<file path="src/rtl/rv32i_pkg.sv">
// Shared rv32i encodings: ALU opcodes, result-source and forward-select codes,
// plus the EX control bundle and the forward-select helper.
package rv32i_pkg;

  typedef enum logic [2:0] {
    ALU_ADD = 3'b000,
    ALU_SUB = 3'b001,
    ALU_AND = 3'b010,
    ALU_OR  = 3'b011,
    ALU_SLT = 3'b101
  } alu_op_t;

  typedef enum logic [1:0] {
    RES_ALU  = 2'b00,
    RES_LOAD = 2'b01,
    RES_PC4  = 2'b10
  } res_src_t;

  typedef enum logic [1:0] {
    FWD_REG = 2'b00,
    FWD_WB  = 2'b01,
    FWD_MEM = 2'b10
  } fwd_t;

  typedef struct packed {
    logic       valid;
    logic       alu_src;
    logic [2:0] alu_control;
    logic [1:0] result_src;
    logic       reg_write;
    logic       mem_write;
    logic       branch;
    logic       jump;
  } ex_ctrl_t;

  // MEM is the younger writer, so it wins over WB; x0 is never a forward target.
  function automatic logic [1:0] fwd_sel(input logic [4:0] rs,
                                         input logic [4:0] mem_rd,
                                         input logic       mem_we,
                                         input logic [4:0] wb_rd,
                                         input logic       wb_we);
    if (rs == 5'd0)                return FWD_REG;
    if (mem_we && mem_rd == rs)    return FWD_MEM;
    if (wb_we && wb_rd == rs)      return FWD_WB;
    return FWD_REG;
  endfunction

endpackage

</file>
<file path="src/rtl/forward_unit.sv">
// Combinational operand-forward select for the two EX source registers.
module forward_unit
  import rv32i_pkg::*;
(
  input  logic [4:0] rs1,
  input  logic [4:0] rs2,
  input  logic [4:0] mem_rd,
  input  logic       mem_reg_write,
  input  logic [4:0] wb_rd,
  input  logic       wb_reg_write,
  output logic [1:0] forward_a,
  output logic [1:0] forward_b
);

  assign forward_a = fwd_sel(rs1, mem_rd, mem_reg_write, wb_rd, wb_reg_write);
  assign forward_b = fwd_sel(rs2, mem_rd, mem_reg_write, wb_rd, wb_reg_write);

endmodule

</file>
<file path="src/rtl/id_ex_stage.sv">
// ID/EX pipeline register with load-use hazard detection and MEM/WB forwarding.
// ID_EX_FORWARD_EN enables forwarding; without it every RAW on EX/MEM stalls.
module id_ex_stage
  import rv32i_pkg::*;
#(
  parameter int XLEN = 32
) (
  input  logic            clk,
  input  logic            reset,
  input  logic            id_valid,
  output logic            id_ready,
  input  logic [XLEN-1:0] id_rd1,
  input  logic [XLEN-1:0] id_rd2,
  input  logic [4:0]      id_rs1,
  input  logic [4:0]      id_rs2,
  input  logic [4:0]      id_rd,
  input  logic [XLEN-1:0] id_imm,
  input  logic [XLEN-1:0] id_pc,
  input  logic            id_alu_src,
  input  logic [2:0]      id_alu_control,
  input  logic [1:0]      id_result_src,
  input  logic            id_reg_write,
  input  logic            id_mem_write,
  input  logic            id_branch,
  input  logic            id_jump,
  input  logic [4:0]      mem_rd,
  input  logic            mem_reg_write,
  input  logic [XLEN-1:0] mem_alu_result,
  input  logic [4:0]      wb_rd,
  input  logic            wb_reg_write,
  input  logic [XLEN-1:0] wb_result,
  input  logic            ex_stall,
  input  logic            flush,
  output logic [XLEN-1:0] srcA,
  output logic [XLEN-1:0] srcB,
  output logic [2:0]      ALUControl,
  output logic            ex_valid,
  output logic [XLEN-1:0] ex_write_data,
  output logic [XLEN-1:0] ex_pc,
  output logic [XLEN-1:0] ex_imm,
  output logic [4:0]      ex_rd,
  output logic [1:0]      ex_result_src,
  output logic            ex_reg_write,
  output logic            ex_mem_write,
  output logic            ex_branch,
  output logic            ex_jump,
  output logic [1:0]      forward_a,
  output logic [1:0]      forward_b
);

  ex_ctrl_t        ctrl_q, id_ctrl;
  logic [XLEN-1:0] rd1_q, rd2_q, imm_q, pc_q;
  logic [4:0]      rs1_q, rs2_q, rd_q;
  logic            hazard, load_use;
  logic [XLEN-1:0] fwd_rs1, fwd_rs2;

  assign load_use = ctrl_q.valid && (ctrl_q.result_src == RES_LOAD) && (rd_q != 5'd0) &&
                    id_valid && (rd_q == id_rs1 || rd_q == id_rs2);

`ifdef ID_EX_FORWARD_EN
  forward_unit u_fwd (
    .rs1           (rs1_q),
    .rs2           (rs2_q),
    .mem_rd        (mem_rd),
    .mem_reg_write (mem_reg_write),
    .wb_rd         (wb_rd),
    .wb_reg_write  (wb_reg_write),
    .forward_a     (forward_a),
    .forward_b     (forward_b)
  );

  assign hazard  = load_use;
  assign fwd_rs1 = (forward_a == FWD_MEM) ? mem_alu_result :
                   (forward_a == FWD_WB)  ? wb_result : rd1_q;
  assign fwd_rs2 = (forward_b == FWD_MEM) ? mem_alu_result :
                   (forward_b == FWD_WB)  ? wb_result : rd2_q;
`else
  logic ex_raw, mem_raw, unused_fwd;

  // Without forwarding, any pending writer in EX or MEM blocks decode; WB is
  // covered by the write-before-read register file.
  assign ex_raw    = ctrl_q.valid && ctrl_q.reg_write && (rd_q != 5'd0) &&
                     (rd_q == id_rs1 || rd_q == id_rs2);
  assign mem_raw   = mem_reg_write && (mem_rd != 5'd0) &&
                     (mem_rd == id_rs1 || mem_rd == id_rs2);
  assign hazard    = load_use || (id_valid && (ex_raw || mem_raw));
  assign forward_a = FWD_REG;
  assign forward_b = FWD_REG;
  assign fwd_rs1   = rd1_q;
  assign fwd_rs2   = rd2_q;
  assign unused_fwd = ^{mem_alu_result, wb_result, wb_rd, wb_reg_write, rs1_q, rs2_q};
`endif

  assign id_ready = !ex_stall && !hazard;

  always_comb begin
    id_ctrl = '0;
    if (id_valid) begin
      id_ctrl.valid       = 1'b1;
      id_ctrl.alu_src     = id_alu_src;
      id_ctrl.alu_control = id_alu_control;
      id_ctrl.result_src  = id_result_src;
      id_ctrl.reg_write   = id_reg_write;
      id_ctrl.mem_write   = id_mem_write;
      id_ctrl.branch      = id_branch;
      id_ctrl.jump        = id_jump;
    end
  end

  // Stall outranks flush/hazard: a held register must not be overwritten by a bubble.
  always_ff @(posedge clk) begin
    if (reset || (!ex_stall && (flush || hazard))) begin
      ctrl_q <= '0;
      rd1_q  <= '0;
      rd2_q  <= '0;
      imm_q  <= '0;
      pc_q   <= '0;
      rs1_q  <= '0;
      rs2_q  <= '0;
      rd_q   <= '0;
    end else if (!ex_stall) begin
      ctrl_q <= id_ctrl;
      rd1_q  <= id_rd1;
      rd2_q  <= id_rd2;
      imm_q  <= id_imm;
      pc_q   <= id_pc;
      rs1_q  <= id_rs1;
      rs2_q  <= id_rs2;
      rd_q   <= id_rd;
    end
  end

  assign srcA          = fwd_rs1;
  assign ex_write_data = fwd_rs2;
  assign srcB          = ctrl_q.alu_src ? imm_q : fwd_rs2;
  assign ALUControl    = ctrl_q.alu_control;
  assign ex_valid      = ctrl_q.valid;
  assign ex_pc         = pc_q;
  assign ex_imm        = imm_q;
  assign ex_rd         = rd_q;
  assign ex_result_src = ctrl_q.result_src;
  assign ex_reg_write  = ctrl_q.reg_write;
  assign ex_mem_write  = ctrl_q.mem_write;
  assign ex_branch     = ctrl_q.branch;
  assign ex_jump       = ctrl_q.jump;

endmodule

</file>
<file path="config.mk">
export PLATFORM = sky130hd
export DESIGN_NAME = id_ex_stage
export DESIGN_NICKNAME = d
export VERILOG_FILES = /design/src/rtl/rv32i_pkg.sv /design/src/rtl/forward_unit.sv /design/src/rtl/id_ex_stage.sv
export SDC_FILE = /design/constraint.sdc
export NUM_CORES = 1
export LEC_CHECK = 0
export BUFFER_PORTS_ARGS = -buffer_cell sky130_fd_sc_hd__clkbuf_2
export CAP_MARGIN = 40
export CORE_AREA = 2 2 162 164
export DETAILED_ROUTE_END_ITERATION = 8
export DIE_AREA = 0 0 164 166
export GPL_TIMING_DRIVEN = 0
export REMOVE_ABC_BUFFERS = 1
export SLEW_MARGIN = 0
export SYNTH_ARGS = -nofsm -noshare
export SYNTH_HDL_FRONTEND = slang
export SYNTH_SLANG_ARGS = --single-unit
</file>
<file path="constraint.sdc">
create_clock -name clk -period 1.9 [get_ports clk]
set_input_delay 0.095 -clock clk [delete_from_list [all_inputs] [get_ports clk]]
set_output_delay 0.095 -clock clk [all_outputs]
set_load 0.05 [all_outputs]
</file>
==> results.py, run 1 <==
metrics = {
    "outcome": {
        "status": "finished, final reports clean",
    },
    "finish": {
        "nFillCells": 2460,
        "stdcell_count": 1533,
        "n_antenna_cell": 0,
        "drive_gt1_share_pct": 41.4,
        "areaGrowthSynthToFinish_pct": 69.1,
        "nNetsFinal": 1420,
    },
    "power_and_ir_drop": {
        "p_leak_nw": 4.73,
        "powerDensity_nw_per_um2": 795,
        "peakVddDrop_mv": 0.609,
    },
    "synthesis": {
        "synth_top_area_share_pct": 45.4,
        "async_flop_share_pct": 0,
        "syn-instance-count": 728,
        "syn-cell-area_um2": 6340,
        "yosysWarnings": 0,
        "synth_ff_type": "dfxtp_1",
        "ys_top_cells_by_count": "281 x nand2_1, 144 x dfxtp_1, 94 x o31ai_1",
        "synthDistinctLibCells": 23,
        "netlist.top_cell.by_area": "dfxtp_1",
        "yosys.area_share.xor_xnor_pct": 2.76,
        "synth_compound_area_share_pct": 21.5,
        "synth_top_family_by_area": "compound AO/OA/AOI/OAI gates",
        "synth_mux_area_share_pct": 5.68,
        "ys_seq_area_share_pct": 45.4,
        "synth.area.top_cells": "dfxtp_1 45%, nand2_1 17%, o31ai_1 11%, o31ai_2 9.9%, mux2_2 5.7%",
        "postSynthAreaPerCell_um2": 8.72,
        "yosys.area_share.simple_pct": 18.5,
        "ys_ff_latch": 144,
        "synth_edf_count": 0,
        "synth.most_common_cell": "nand2_1",
        "synthAdderAreaFrac_pct": 0,
    },
    "sta": {
        "clock.fmax_ghz": 0.551,
        "fin_crit_sh_pct": 95.5,
        "finalMaxSlewViolations": 0,
        "finalSetupViolations": 0,
        "fin_crit_ns": 1.82,
        "fin_hold_ws_ns": 0.0732,
        "clock_skew_ns": 0.00913,
        "hold_violations": 0,
        "timing.final.ws_setup_ns": 0.0847,
    },
    "floorplan": {
        "core.rowCount": 59,
        "die_w_um": 164,
        "dieHeight_um": 166,
        "dieArea_um2": 27200,
        "start_util_pct": 24.8,
        "io_pins": 414,
        "coreArea_um2": 25600,
    },
    "place": {
        "numPortBuffers": 339,
        "place_ws_ns": -0.389,
        "hpwlAfterDp_um": 15000,
        "gp_congestion": 0.811,
        "dp.cells": 1350,
    },
    "detailed_routing": {
        "drt-wirelength-per-cell_um": 15.0,
        "drcViolationCount": 0,
        "drt_wl_total_um": 23000,
        "vias": 6920,
        "via_per_inst": 4.51,
        "first_iter_violations": 404,
        "dr.pass1.iters": 4,
        "antenna_left": 0,
    },
    "clock_tree": {
        "clkTransAtPathRegs_ns": 0.06,
        "insertion_delay_ns": 0.41,
        "cts_tree": "done",
        "cts_buffer_depth": 2,
        "htree_levels": 4,
        "cts_buffers": 17,
        "root_buffer": "clkbuf_16",
        "cts.sinks": 144,
    },
    "worst_setup_path": {
        "end_kind": "flip-flop",
        "critPathMaxFanout": 59,
        "crit_chain": "xnor2_1, nand3_1, o22ai_2, a21o_4, buf_6, buf_16, o31ai_1",
        "r2r-start": "ex_rd[2]$_SDFFE_PP0N_",
        "start_kind": "flip-flop",
        "r2r_slack_ns": 0.08,
        "crit_slowest_cell": "dfxtp_4",
        "max_stage_delay_ns": 0.37,
        "required_ns": 2.18,
        "crit_type": "reg -> reg",
        "ff2ff_path_depth": 7,
        "arrival_ns": 2.09,
        "cpLargestDelayFamily": "compound AO/OA/AOI/OAI gates",
        "startpoint": "ex_rd[2]$_SDFFE_PP0N_",
        "crit_end": "ex_pc[26]$_SDFFE_PP0N_",
        "path_depth": 7,
        "r2r-end": "ex_pc[26]$_SDFFE_PP0N_",
        "path_buf_inv": 2,
    },
    "global_routing": {
        "grt_pass1_vias": 7023,
        "grt_use_total_pct": 16.4,
        "gr-total-overflow": 0,
        "grt_max_degree": 60,
        "grt_pass1_wl_um": 36100,
        "antenna_found_initial": 0,
    },
    "worst_hold_path": {
        "hp-start": "flush",
        "hp-class": "in -> reg",
    },
    "job": {
        "drv_cap": 0,
    },
}
[state kept, by name, summed over array words and instances, names as in the netlist, 2 cells and up]
register / count
ex_result_src: 2
ALUControl: 3
ex_pc: 32
srcA: 32
ex_rd: 5
ex_write_data: 32
ex_imm: 32
[cells in the final DEF, fill, tap and decap left out]
cell | synthesis | layout
clkbuf_2 | 0 | 338
nand2_1 | 281 | 281
dlygate4sd3_1 | 0 | 143
dfxtp_1 | 144 | 138
o31ai_1 | 94 | 94
o31ai_2 | 50 | 50
mux2_2 | 32 | 32
clkbuf_16 | 0 | 17
xnor2_1 | 14 | 14
nand3_1 | 14 | 14
buf_8 | 0 | 9
buf_12 | 0 | 8
buf_4 | 9 | 7
xor2_1 | 6 | 6
buf_16 | 0 | 5
conb_1 | 1 | 4
bufinv_16 | 0 | 4
dfxtp_2 | 0 | 4
nor3_1 | 3 | 3
nor2_1 | 4 | 3
clkinvlp_4 | 0 | 3
inv_6 | 0 | 2
clkbuf_8 | 0 | 2
clkinv_4 | 0 | 2
dfxtp_4 | 0 | 2
buf_6 | 6 | 2
or4_1 | 1 | 1
a211oi_4 | 0 | 1
o22ai_2 | 0 | 1
nor2b_2 | 0 | 1
o211ai_1 | 1 | 1
a21oi_2 | 0 | 1
a21o_4 | 0 | 1
nor2_4 | 0 | 1
nor2b_4 | 0 | 1
clkinv_2 | 0 | 1
a21o_2 | 0 | 1
[metrics by stage]
step	total power [mW]	setup TNS [ns]	area [um^2]	util (%)
floorplan	4.18	-1382.65	5970	-
global placement	4.64	-2280.82	8090	31.6
detailed placement	4.69	-22.51	8560	33.4
CTS	8.64	-0.0164	10700	41.7
global route	8.90	-0.0184	10700	41.9
finish	8.52	0	10700	41.9
[where the power goes]
part | total [mW] | internal (mW) | switching [mW]
clock | 3.63 | 2.27 | 1.36
combinational | 1.66 | 0.619 | 1.04
sequential | 3.23 | 3.14 | 0.0903
total | 8.52 | 6.03 | 2.49
[per-layer routing]
layer	global-route usage (%)	vias to the layer above	wire length [um]
li1	-	3401	-
met2	29.2	246	11400
met1	19.4	3239	9810
met4	5.84	0	554
met3	3.22	34	1270
met5	0	-	0
[cell type report]
type	instances	area (um^2)	share of cell area [%]
clock buffer	19	453	4.22
clock inverter	12	183	1.70
multi-input combinational	511	3150	29.3
timing repair buffer	512	3630	33.8
tap	335	419	3.91
sequential	144	2900	27.0
[how the worst min path moves through the flow]
stage | endpoint | slack [ns] | depth (start not counted)
after floorplan | ex_imm[0]$_SDFFE_PP0N_ | 0.23 | 2
after global placement | srcA[14]$_SDFFE_PP0N_ | 0.32 | 3
after detailed placement | srcA[31]$_SDFFE_PP0N_ | 0.33 | 3
after CTS | ex_write_data[29]$_SDFFE_PP0N_ | 0.05 | 4
after global routing | ex_write_data[0]$_SDFFE_PP0N_ | 0.07 | 4
final | ex_write_data[29]$_SDFFE_PP0N_ | 0.07 | 4
[what timing repair did]
| action | in CTS | in global routing |
|---|---|---|
| setup buffers | 3 | 5 |
| hold buffers | 143 | 0 |
| endpoints found under the hold margin | 143 | 0 |
| resized for setup | 9 | 5 |
| pin swaps | 2 | 2 |
| cloned | 1 | 0 |
| setup endpoints to repair | 145 | 114 |
[cells by family after synthesis]
group,Yosys count
AO/OA/AOI/OAI,149
buffers and inverters,77
flip-flops,144
XOR/XNOR,20
AND/OR/NAND/NOR,305
other,1
multiplexers,32
[worst min-delay path: cells and delay by family]
kind | cells | cell delay [ns]
and+or+nand+nor | 2 | 0.17
buffers and inverters | 1 | 0.10
AOI/OAI and AO/OA | 1 | 0.05
Power figures use the tool's default switching activity.
==> inputs of run 2 (changes only) <==
==> constraint.sdc (replaced) <==
create_clock -name clk -period 1.8 [get_ports clk]
set_input_delay 0.09 -clock clk [delete_from_list [all_inputs] [get_ports clk]]
set_output_delay 0.09 -clock clk [all_outputs]
set_load 0.05 [all_outputs]
==> run 2 against run 1 <==
  * Die area is the same
  * Power grew 6.3%
  * Final cell count grew 0.26%
  * First-iteration DRC count grew 0.74%
  * Sequential power grew 6%
  * Critical path depth shrank 1
  * Worst hold slack lost 0.0068 ns
  * Flip-flop and latch count is the same
  * Clock-buffer cell count is the same
  * Global-route usage grew 0.18 points
  * Critical path type is now reg -> out
  * Highest routed layer unchanged
==> results.py, run 2 (synthesized netlist as in run 1, its figures left out) <==
metrics = {
    "finish": {
        "multi_input_area_um2": 3230,
        "layout_common_cells": "334 x clkbuf_2, 281 x nand2_1, 143 x dlygate4sd3_1, 136 x dfxtp_1, 86 x o31ai_1",
        "n_antenna_cell": 0,
        "mostFrequentLayoutCell": "clkbuf_2",
        "regArea_um2": 2900,
        "areaGrowthSynthToFinish_pct": 72.3,
        "final_area_um2": 10900,
        "nNetsFinal": 1424,
        "drive_gt1_share_pct": 43.0,
        "stdcell_count": 1537,
        "nFillCells": 2435,
        "utilization_pct": 42.7,
    },
    "place": {
        "postPlaceCellArea_um2": 8560,
        "dp.cells": 1350,
        "hpwlAfterDp_um": 15000,
        "gp_congestion": 0.811,
        "numPortBuffers": 339,
    },
    "clock_tree": {
        "insertion_delay_ns": 0.41,
        "htree_levels": 4,
        "root_buffer": "clkbuf_16",
        "cts_tree": "done",
        "cts_buffer_depth": 2,
        "cts_buffers": 17,
        "cts.sinks": 144,
        "clkTransAtPathRegs_ns": 0.06,
    },
    "floorplan": {
        "io_pins": 414,
        "start_util_pct": 24.8,
        "coreArea_um2": 25600,
        "dieHeight_um": 166,
        "die_w_um": 164,
        "dieArea_um2": 27200,
        "core.rowCount": 59,
    },
    "sta": {
        "fin_hold_ws_ns": 0.0664,
        "finalMaxSlewViolations": 0,
        "fin_crit_sh_pct": 96.6,
        "clock.fmax_ghz": 0.575,
        "clock_skew_ns": 0.0121,
        "rsz0062_at_grt": "yes",
        "finalSetupViolations": 0,
        "fin_crit_ns": 1.74,
        "hold_violations": 0,
    },
    "detailed_routing": {
        "drt_wl_total_um": 23900,
        "dr.pass1.iters": 4,
        "vias": 7009,
        "drcViolationCount": 0,
        "antenna_left": 0,
        "first_iter_violations": 407,
        "via_per_inst": 4.56,
        "drt-wirelength-per-cell_um": 15.6,
    },
    "worst_hold_path": {
        "min_to": "ex_write_data[29]$_SDFFE_PP0N_",
        "hp-start": "flush",
        "holdPathStages": 4,
        "hp-class": "in -> reg",
    },
    "job": {
        "drv_cap": 0,
    },
    "worst_setup_path": {
        "required_ns": 1.71,
        "r2r-end": "ex_imm[7]$_SDFFE_PP0N_",
        "crit_type": "reg -> out",
        "startpoint": "ex_rd[2]$_SDFFE_PP0N_",
        "start_kind": "flip-flop",
        "arrival_ns": 1.65,
        "end_kind": "output port",
        "r2r-start": "ex_rd[2]$_SDFFE_PP0N_",
        "ff2ff_path_depth": 7,
        "r2r_slack_ns": 0.07,
        "critPathMaxFanout": 5,
    },
    "outcome": {
        "status": "finished, final reports clean",
    },
    "global_routing": {
        "grt_max_degree": 60,
        "grt_use_total_pct": 16.6,
        "gr-total-overflow": 0,
        "antenna_found_initial": 0,
        "grt_pass1_wl_um": 36400,
        "grt_pass1_vias": 7083,
    },
    "power_and_ir_drop": {
        "finalPower_mw": 9.07,
        "powerDensity_nw_per_um2": 829,
        "p_leak_nw": 4.81,
        "peakVddDrop_mv": 0.647,
    },
}
run 2: cell count changes in the layout (fill, tap and decap cells not counted), sizes merged:
| cell | before | now |
|---|---|---|
| buf | 31 | 33 |
| clkbuf | 357 | 359 |
run 2: cell type report:
| type | instances | share of cell area, % |
|---|---|---|
| Timing Repair Buffer | 516 | 34.2 |
| Multi-Input combinational cell | 511 | 29.6 |
| Sequential cell | 144 | 26.5 |
| Clock buffer | 19 | 4.14 |
| Tap cell | 335 | 3.83 |
| Clock inverter | 12 | 1.67 |
run 2: how the worst max path moves through the flow:
stage          slack [ns]                      to  cells past startpoint
2_1_floorplan      -11.68                id_ready                      5
3_3_place_gp       -15.97  ex_pc[21]$_SDFFE_PP0N_                      6
3_5_place_dp        -0.48  ex_pc[23]$_SDFFE_PP0N_                     11
4_1_cts             0.003                id_ready                      6
5_1_grt             -0.02                id_ready                      9
6_report             0.06                id_ready                      6
run 2: power breakdown:
| group | leakage [nW] | switching (mW) | internal (mW) |
|---|---|---|---|
| clock | 0.302 | 1.45 | 2.40 |
| combinational | 3.33 | 1.12 | 0.679 |
| sequential | 1.18 | 0.0958 | 3.31 |
| total | 4.81 | 2.67 | 6.39 |
run 2: timing repair:
item / 4_1_cts / 5_1_grt
endpoints found under the setup margin: 145 / 118
setup buffers: 8 / 2
endpoints found under the hold margin: 143 / 0
hold buffers: 143 / 0
cloned: 1 / 2
gates resized for setup: 15 / 28
pin swaps: 3 / 9
run 2: per-layer routing:
layer	routed length (um)	global-route usage (%)	part of all wire, %
met1	10200	19.7	43
met2	11900	29.4	50
met3	1270	3.20	5.3
met4	567	5.91	2.4
met5	0	0	0
run 2: through the flow:
stage,setup slack [ns],TNS (ns)
final,0.0607,0
after CTS,0.00306,0
after floorplan,-11.68,-1396.42
after detailed placement,-0.484,-34.00
after global placement,-15.97,-2297.63
after global routing,-0.0157,-0.0266
run 2: critical path: stages (launching register included):
cell     delay, ns
dfxtp_4       0.37
xnor2_2       0.14
nand3_1       0.10
o22ai_2       0.11
a21o_4        0.25
nor2_4        0.12
buf_8         0.15
==> inputs of run 3 (changes only) <==
--- a/config.mk
+++ b/config.mk
@@ -11,6 +11,7 @@
 export DETAILED_ROUTE_END_ITERATION = 8
 export DIE_AREA = 0 0 164 166
 export GPL_TIMING_DRIVEN = 0
+export RECOVER_POWER = 25
 export REMOVE_ABC_BUFFERS = 1
 export SLEW_MARGIN = 0
 export SYNTH_ARGS = -nofsm -noshare
==> run 3 against run 2 <==
  * First-iteration DRC count decreased by 5.9%
  * Non-clock buffer count unchanged
  * Clock skew decreased by 0.0025 ns
  * Register-to-register slack about the same
  * Cell area decreased by 0.89%
  * Sequential share of layout area increased by 0.24 points
  * Final cell count unchanged
  * Largest cell class unchanged
==> results.py, run 3 (synthesized netlist as in run 1, its figures left out) <==
metrics = {
    "clock_tree": {
        "htree_levels": 4,
        "cts_buffers": 17,
        "clkTransAtPathRegs_ns": 0.06,
        "insertion_delay_ns": 0.41,
        "cts_buffer_depth": 2,
        "cts.sinks": 144,
        "root_buffer": "clkbuf_16",
        "cts_tree": "done",
    },
    "sta": {
        "finalSetupTns_ns": 0,
        "max_slew.worst_pin.slew_ns": 0.673,
        "clock.fmax_ghz": 0.574,
        "clock_skew_ns": 0.00964,
        "fin_hold_ws_ns": 0.0640,
        "timing.final.ws_setup_ns": 0.0563,
        "fin_crit_sh_pct": 96.9,
        "finalMaxSlewViolations": 0,
        "finalSetupViolations": 0,
        "slew_headroom_pct": 55.3,
        "rsz0062_at_grt": "yes",
        "fin_crit_ns": 1.74,
        "hold_violations": 0,
    },
    "worst_hold_path": {
        "hp-start": "flush",
        "hp-class": "in -> reg",
        "min_to": "ex_write_data[29]$_SDFFE_PP0N_",
        "holdPathStages": 4,
    },
    "worst_setup_path": {
        "end_kind": "output port",
        "r2r-end": "srcA[1]$_SDFFE_PP0N_",
        "required_ns": 1.71,
        "critPathMaxFanout": 5,
        "r2r_slack_ns": 0.07,
        "crit_type": "reg -> out",
        "start_kind": "flip-flop",
        "crit_chain": "xnor2_2, nand3_1, o22ai_2, a21o_4, nor2_4, buf_8",
        "crit_slowest_cell": "dfxtp_4",
        "arrival_ns": 1.65,
        "ff2ff_path_depth": 7,
        "r2r-start": "ex_rd[2]$_SDFFE_PP0N_",
        "max_stage_delay_ns": 0.38,
    },
    "finish": {
        "n_antenna_cell": 0,
        "nNetsFinal": 1424,
        "utilization_pct": 42.3,
        "areaGrowthSynthToFinish_pct": 70.8,
        "layout_common_cells": "281 x nand2_1, 256 x clkbuf_2, 143 x dlygate4sd3_1, 136 x dfxtp_1, 86 x o31ai_1",
        "final_area_um2": 10800,
        "nFillCells": 2489,
        "drive_gt1_share_pct": 36.5,
        "stdcell_count": 1537,
        "mostFrequentLayoutCell": "nand2_1",
    },
    "floorplan": {
        "coreArea_um2": 25600,
        "io_pins": 414,
        "core.rowCount": 59,
        "dieArea_um2": 27200,
        "start_util_pct": 24.8,
        "dieHeight_um": 166,
        "die_w_um": 164,
    },
    "power_and_ir_drop": {
        "p_clk_share_pct": 42.6,
        "combPwrFrac_pct": 19.7,
        "p_int_mw": 6.38,
        "p_seq_share_pct": 37.6,
        "powerDensity_nw_per_um2": 835,
        "finalPower_mw": 9.05,
        "switchingPower_mw": 2.68,
        "peakVddDrop_mv": 0.647,
        "swShare_pct": 29.6,
        "p_leak_nw": 4.55,
    },
    "detailed_routing": {
        "top_layer": "met4",
        "wl_met1_um": 10200,
        "drt_wl_total_um": 24000,
        "antenna_left": 0,
        "first_iter_violations": 383,
        "dr.pass1.iters": 4,
        "met3WireLength_um": 1260,
        "drcViolationCount": 0,
        "via_per_inst": 4.56,
        "route.met2.wl_um": 11900,
        "drt-wirelength-per-cell_um": 15.6,
        "vias": 7014,
    },
    "place": {
        "dp.cells": 1350,
        "place_ws_ns": -0.484,
        "postPlaceCellArea_um2": 8560,
        "gp_congestion": 0.811,
        "numPortBuffers": 339,
        "hpwlAfterDp_um": 15000,
    },
    "global_routing": {
        "grt_pass1_vias": 7083,
        "grt_max_degree": 60,
        "grt_use_total_pct": 16.6,
        "gr-total-overflow": 0,
        "grt_pass1_wl_um": 36400,
        "antenna_found_initial": 0,
    },
    "job": {
        "drv_cap": 0,
    },
    "outcome": {
        "status": "finished, final reports clean",
    },
}
[run 3: cell types whose count changed in the layout (fill, tap and decap cells not counted)]
cell      change
clkbuf_2     -78
clkbuf_1     +78
[run 3: timing repair]
| item | CTS | global route |
|---|---|---|
| gates cloned | 1 | 2 |
| setup buffers | 8 | 2 |
| endpoints found under the hold margin | 143 | 0 |
| setup endpoints to repair | 145 | 118 |
| pin swaps | 3 | 9 |
| hold buffers | 143 | 0 |
| resized for setup | 15 | 28 |
[run 3: cell type report]
type | count | area, um^2 | area share, %
Clock inverter | 12 | 183 | 1.69
Tap cell | 335 | 419 | 3.87
Timing Repair Buffer | 516 | 3640 | 33.6
Sequential cell | 144 | 2900 | 26.8
Multi-Input combinational cell | 511 | 3230 | 29.8
Clock buffer | 19 | 453 | 4.18
[run 3: power groups by stage]
stage | logic (mW) | clock network, mW | registers, mW
2_1_floorplan | 0.515 | 0 | 3.90
3_3_place_gp | 1.42 | 0 | 3.48
3_5_place_dp | 1.47 | 0 | 3.48
4_1_cts | 1.76 | 3.97 | 3.40
5_1_grt | 1.89 | 4.12 | 3.42
6_report | 1.79 | 3.86 | 3.41
[run 3: worst max path at each step]
stage / start / endpoint / slack (ns) / cells after the start
after floorplan: id_rs1[2] / id_ready / -11.68 / 5
after global placement: id_rs1[2] / ex_pc[21]$_SDFFE_PP0N_ / -15.97 / 6
after detailed placement: id_rs1[2] / ex_pc[23]$_SDFFE_PP0N_ / -0.48 / 11
after CTS: ex_result_src[0]$_SDFFE_PP0N_ / id_ready / 0.003 / 6
after global routing: id_rs1[2] / id_ready / -0.02 / 9
final: ex_rd[2]$_SDFFE_PP0N_ / id_ready / 0.06 / 6
[run 3: worst max-delay path, delay by kind of cell, from the launching register on]
kind                   cells  cell delay (ns)
flip-flops                 1             0.38
XOR/XNOR                   1             0.14
buffers and inverters      1             0.15
AND/OR/NAND/NOR            2             0.22
AO/OA/AOI/OAI              2             0.36
[run 3: layer usage]
metal | vias up | track usage [%]
met2 | 272 | 29.4
met5 | - | 0
met4 | 0 | 5.91
li1 | 3408 | -
met3 | 41 | 3.20
met1 | 3293 | 19.7
